===== src/rtl/reloj_contador.sv =====
// 24-hour timekeeping core: 1 Hz prescaler, seconds/minutes/hours chain and
// two debounced push-buttons for setting hours and minutes.
module reloj_contador #(
    parameter int TICK_DIV  = 100000000,
    parameter int DB_CYCLES = 1000000
) (
    input  logic       clk_c,
    input  logic       rst,
    input  logic       btn_modo,
    input  logic       btn_inc,
    output logic [5:0] segundos,
    output logic [5:0] minutos,
    output logic [5:0] horas,
    output logic [1:0] modo,
    output logic       tick_1hz
);

    localparam int PW = (TICK_DIV > 1) ? $clog2(TICK_DIV) : 1;
    localparam int DW = (DB_CYCLES > 1) ? $clog2(DB_CYCLES) : 1;
    localparam logic [PW-1:0] PRESC_LAST = PW'(TICK_DIV - 1);
    localparam logic [DW-1:0] DB_LAST    = DW'(DB_CYCLES - 1);

    typedef enum logic [1:0] {
        RUN      = 2'd0,
        SET_HORA = 2'd1,
        SET_MIN  = 2'd2
    } state_t;

    // Index 0 is the mode button, index 1 the increment button.
    logic [1:0] btn_raw;
    logic [1:0] press;

    assign btn_raw = {btn_inc, btn_modo};

    genvar gi;
    generate
        for (gi = 0; gi < 2; gi++) begin : g_btn
            logic          sync1_reg;
            logic          sync2_reg;
            logic          level_reg;
            logic          press_reg;
            logic [DW-1:0] cnt_reg;

            // The counter only runs while the synchronized level disagrees with
            // the accepted level, so any bounce back restarts the qualification.
            always_ff @(posedge clk_c or posedge rst) begin
                if (rst) begin
                    sync1_reg <= 1'b0;
                    sync2_reg <= 1'b0;
                    level_reg <= 1'b0;
                    press_reg <= 1'b0;
                    cnt_reg   <= '0;
                end else begin
                    sync1_reg <= btn_raw[gi];
                    sync2_reg <= sync1_reg;
                    press_reg <= 1'b0;
                    if (sync2_reg == level_reg) begin
                        cnt_reg <= '0;
                    end else if (cnt_reg == DB_LAST) begin
                        level_reg <= sync2_reg;
                        cnt_reg   <= '0;
                        press_reg <= sync2_reg;
                    end else begin
                        cnt_reg <= cnt_reg + DW'(1);
                    end
                end
            end

            assign press[gi] = press_reg;
        end
    endgenerate

    state_t        state_reg, state_next;
    logic [PW-1:0] presc_reg, presc_next;
    logic [5:0]    seg_reg, seg_next;
    logic [5:0]    min_reg, min_next;
    logic [5:0]    hor_reg, hor_next;
    logic          tick_reg, tick_next;

    always_ff @(posedge clk_c or posedge rst) begin
        if (rst) begin
            state_reg <= RUN;
            presc_reg <= '0;
            seg_reg   <= '0;
            min_reg   <= '0;
            hor_reg   <= '0;
            tick_reg  <= 1'b0;
        end else begin
            state_reg <= state_next;
            presc_reg <= presc_next;
            seg_reg   <= seg_next;
            min_reg   <= min_next;
            hor_reg   <= hor_next;
            tick_reg  <= tick_next;
        end
    end

    always_comb begin
        state_next = state_reg;
        presc_next = presc_reg;
        seg_next   = seg_reg;
        min_next   = min_reg;
        hor_next   = hor_reg;
        tick_next  = 1'b0;

        case (state_reg)
            RUN: begin
                if (presc_reg == PRESC_LAST) begin
                    presc_next = '0;
                    tick_next  = 1'b1;
                    if (seg_reg == 6'd59) begin
                        seg_next = 6'd0;
                        if (min_reg == 6'd59) begin
                            min_next = 6'd0;
                            hor_next = (hor_reg == 6'd23) ? 6'd0 : hor_reg + 6'd1;
                        end else begin
                            min_next = min_reg + 6'd1;
                        end
                    end else begin
                        seg_next = seg_reg + 6'd1;
                    end
                end else begin
                    presc_next = presc_reg + PW'(1);
                end
                // A coincident tick still advances time; only the partial count is dropped.
                if (press[0]) begin
                    state_next = SET_HORA;
                    presc_next = '0;
                end
            end
            SET_HORA: begin
                presc_next = '0;
                if (press[0]) begin
                    state_next = SET_MIN;
                end else if (press[1]) begin
                    hor_next = (hor_reg == 6'd23) ? 6'd0 : hor_reg + 6'd1;
                end
            end
            SET_MIN: begin
                presc_next = '0;
                if (press[0]) begin
                    state_next = RUN;
                    seg_next   = 6'd0;
                end else if (press[1]) begin
                    min_next = (min_reg == 6'd59) ? 6'd0 : min_reg + 6'd1;
                end
            end
            default: begin
                state_next = RUN;
                presc_next = '0;
            end
        endcase
    end

    assign segundos = seg_reg;
    assign minutos  = min_reg;
    assign horas    = hor_reg;
    assign modo     = state_reg;
    assign tick_1hz = tick_reg;

endmodule


===== config.mk =====
export PLATFORM = sky130hd
export DESIGN_NAME = reloj_contador
export DESIGN_NICKNAME = d
export VERILOG_FILES = /design/src/rtl/reloj_contador.sv
export SDC_FILE = /design/constraint.sdc
export NUM_CORES = 1
export LEC_CHECK = 0
export ABC_AREA = 0
export BUFFER_PORTS_ARGS = -buffer_cell sky130_fd_sc_hd__clkbuf_2
export CELL_PAD_IN_SITES_DETAIL_PLACEMENT = 1
export CELL_PAD_IN_SITES_GLOBAL_PLACEMENT = 2
export CORE_MARGIN = 2
export CORE_UTILIZATION = 40
export CTS_CLUSTER_SIZE = 25
export DETAILED_ROUTE_END_ITERATION = 8
export PLACE_DENSITY_LB_ADDON = 0.15
export REMOVE_ABC_BUFFERS = 1
export SETUP_SLACK_MARGIN = 0.4
export SYNTH_ARGS = -nofsm -noshare
export SYNTH_HDL_FRONTEND = slang
export SYNTH_SLANG_ARGS = --single-unit

===== constraint.sdc =====
create_clock -name clk_c -period 3.5 [get_ports clk_c]
set_input_delay 0.525 -clock clk_c [delete_from_list [all_inputs] [get_ports clk_c]]
set_output_delay 0.525 -clock clk_c [all_outputs]
set_load 0.01 [all_outputs]

==> flow_metrics.env <==
export IMPL_slew_viol_final=0
export IMPL_yosysSeqAreaShare_pct=51.6
export IMPL_cts_root_buf="clkbuf_16"
export IMPL_clk_pin_slew_ns=0.06
export IMPL_grt_start_max_net_pins=59
export IMPL_nFillCells=1280
export IMPL_ctsHoldBuffers=0
export IMPL_area_growth_pct=12.1
export IMPL_drc_errors=0
export IMPL_n_antenna_cell=0
export IMPL_power_clock_fraction_pct=44.0
export IMPL_htreeDepth=3
export IMPL_whs_ns=0.282
export IMPL_post_cts_resized=0
export IMPL_die_area_sq_um=12500
export IMPL_place_port_buffers=24
export IMPL_place_congestion=0.753
export IMPL_skew_ns=0.00709
export IMPL_layout_drive_gt1_share_pct=9.94
export IMPL_vias=3400
export IMPL_p_sw_w=0.000447
export IMPL_tightest_slew_ns=0.935
export IMPL_num_rows=39
export IMPL_r2r_setup_slack_ns=0.72
export IMPL_yosys_most_used_dff="dfrtp_1"
export IMPL_drtAntennaViolNets=0
export IMPL_clk_latency_ns=0.34
export IMPL_grt_pass1_vias=3765
export IMPL_post_route_min_period_ns=2.78
export IMPL_final_cell_mix="96 x dfrtp_1, 83 x nor2_1, 33 x xor2_1, 31 x xnor2_1, 27 x nand2_1"
export IMPL_fp_dieH_um=112
export IMPL_ys_seq_elements=96
export IMPL_max_freq_mhz=359
export IMPL_first_pass_iters=4
export IMPL_post_drt_via_cell_ratio=5.35
export IMPL_rsz0062_at_grt="no"
export IMPL_tns_ns=0
export IMPL_wl_per_cell_um=15.4
export IMPL_largest_reg_flops=40
export IMPL_synth_edf_count=0
export IMPL_numCtsBuffers=9
export IMPL_mostFrequentLayoutCell="dfrtp_1"
export IMPL_start_util_pct=41.0
export IMPL_core_sq_um=11400
export IMPL_ys_warn_count=0
export IMPL_leakage_nw=2.34
export IMPL_post_cts_buffers=0
export IMPL_overflow=0
export IMPL_endpoint_kind="register"
export IMPL_clockBufferDepth=2
export IMPL_power_per_cell_area_nw_per_um2=400
export IMPL_worst_setup_path_start_kind="register"
export IMPL_nNetsFinal=499
export IMPL_worstSetupPathType="register to register"
export IMPL_hold_path_class="input port to register"
export IMPL_syn_avg_cell_area_sq_um=10.1
export IMPL_tritoncts="done"
export IMPL_async_reset_ff_share_pct=100
export IMPL_power_frac_seq_pct=53.8
export IMPL_drtIter0Drc=145
export IMPL_p_comb_share_pct=2.2
export IMPL_required_ns=3.73
export IMPL_fin_crit_sh_pct=79.6
export IMPL_antenna_found_initial=0
export IMPL_syn_area_sq_um=4660
export IMPL_multi_input_area_sq_um=2170
export IMPL_run_status="finished clean"
export IMPL_grt_pass1_wl_um=17800
export IMPL_fp_dieW_um=112
export IMPL_switching_share_pct=21.4
export IMPL_cp_arrival_ns=3.01
export IMPL_critPathMaxFanout=6
export IMPL_setup_viol=0
export IMPL_slew_headroom_pct=37.1
export IMPL_syn_inst=461
export IMPL_cap_viol_max_count=0
export IMPL_internal_power_w=0.00164
export IMPL_final_hold_violation_count=0
export IMPL_final_core_util_pct=45.9
export IMPL_grt_total_usage_pct=17.6
export IMPL_seq_area_sq_um=2400
export IMPL_routed_wl_um=9790
export IMPL_clock_sinks=96
export IMPL_yosysUniqueCellTypes=48
export IMPL_pin_count=25
export IMPL_hpwlAfterDp_um=6800
export IMPL_irDropWorstVdd_v=0.000274
cell usage after synthesis, types with 2 or more instances:
| cell type | n | area share, % |
|---|---|---|
| o2bb2ai_1 | 2 | 0.38 |
| nor4_1 | 9 | 1.2 |
| clkbuf_1 | 7 | 0.56 |
| ha_1 | 6 | 1.6 |
| dfrtp_1 | 96 | 52 |
| mux2_2 | 2 | 0.48 |
| o21ai_1 | 3 | 0.32 |
| mux2_1 | 3 | 0.73 |
| and3_1 | 17 | 2.3 |
| inv_1 | 12 | 0.97 |
| and4_1 | 4 | 0.75 |
| and2_1 | 7 | 0.94 |
| nand2b_1 | 5 | 0.67 |
| nand3_1 | 24 | 2.6 |
| or4_1 | 4 | 0.64 |
| a21oi_1 | 2 | 0.21 |
| nor3b_1 | 3 | 0.48 |
| nor2_1 | 83 | 6.7 |
| a22o_1 | 2 | 0.38 |
| o21ai_0 | 13 | 1.4 |
| or2_2 | 2 | 0.27 |
| xnor2_1 | 31 | 5.8 |
| mux2i_1 | 3 | 0.64 |
| nand4b_1 | 4 | 0.75 |
| or3_1 | 3 | 0.40 |
| nor3_1 | 8 | 0.86 |
| nand3b_1 | 2 | 0.32 |
| xor2_1 | 33 | 6.2 |
| o22a_1 | 5 | 0.94 |
| and4b_1 | 2 | 0.43 |
| nor4_4 | 2 | 0.91 |
| nand4_1 | 20 | 2.7 |
| nand2_1 | 27 | 2.2 |
per-stage QoR:
stage                     instances  total power, W  instance area, sq um  worst slack (ns)
after floorplan                 452         0.00118                  4620             0.470
after global placement          621         0.00119                  4950             0.763
after detailed placement        621         0.00119                  4950             0.698
after CTS                       636         0.00213                  5220             0.692
after global routing            636         0.00218                  5220             0.538
final                           636         0.00209                  5220             0.715
power by group through the flow:
stage | clock, W | combinational [W] | sequential [W]
after floorplan | 0 | 0.0000318 | 0.00114
after global placement | 0 | 0.0000475 | 0.00114
after detailed placement | 0 | 0.0000484 | 0.00115
after CTS | 0.000962 | 0.0000485 | 0.00112
after global routing | 0.00101 | 0.0000546 | 0.00112
final | 0.000920 | 0.0000454 | 0.00112
path summary, 6_finish.rpt:
kind / start / end / cells past startpoint
max: presc_reg[12] / minutos[1] / 5
min: btn_inc / g_btn[1].sync1_reg / 1
max in group asynchronous: rst / presc_reg[24] / 3
min reg2reg: g_btn[0].sync1_reg / g_btn[0].sync2_reg / 0
min in group asynchronous: rst / g_btn[0].cnt_reg[3] / 2
max reg2reg: presc_reg[12] / minutos[1] / 5
layout make-up:
type                    count  area share [%]
clock buffers              12            4.91
repair buffers             26            2.83
well taps                 143            3.43
clock inverters             3           0.335
inverters                  12           0.910
multi-input cells         344            41.6
flip-flops and latches     96            46.0
per-layer routing:
metal / up-vias / share of wire (%) / track usage [%]
met5: - / 0 / 0
met4: 0 / 2.0 / 7.90
met3: 11 / 1.9 / 2.78
met2: 28 / 48 / 29.5
met1: 1700 / 48 / 22.7
li1: 1661 / - / -
worst max-delay path, cell delays in order (launching register included):
cell	delay, ns
dfrtp_1	0.44
or4_1	0.53
or4_1	0.72
nor4_4	0.43
or2_2	0.23
mux2_1	0.32
cells by family after synthesis:
family                     Yosys count  synth area share, %
AOI/OAI and AO/OA                   34                 4.92
and+or+nand+nor                    232                 26.2
buffers and inverters               21                 1.77
adders and majority gates            6                 1.61
xor gates and xnor gates            64                 12.0
DFF                                 96                 51.6
muxes                                8                 1.85
(Power assumes the default switching activity.)
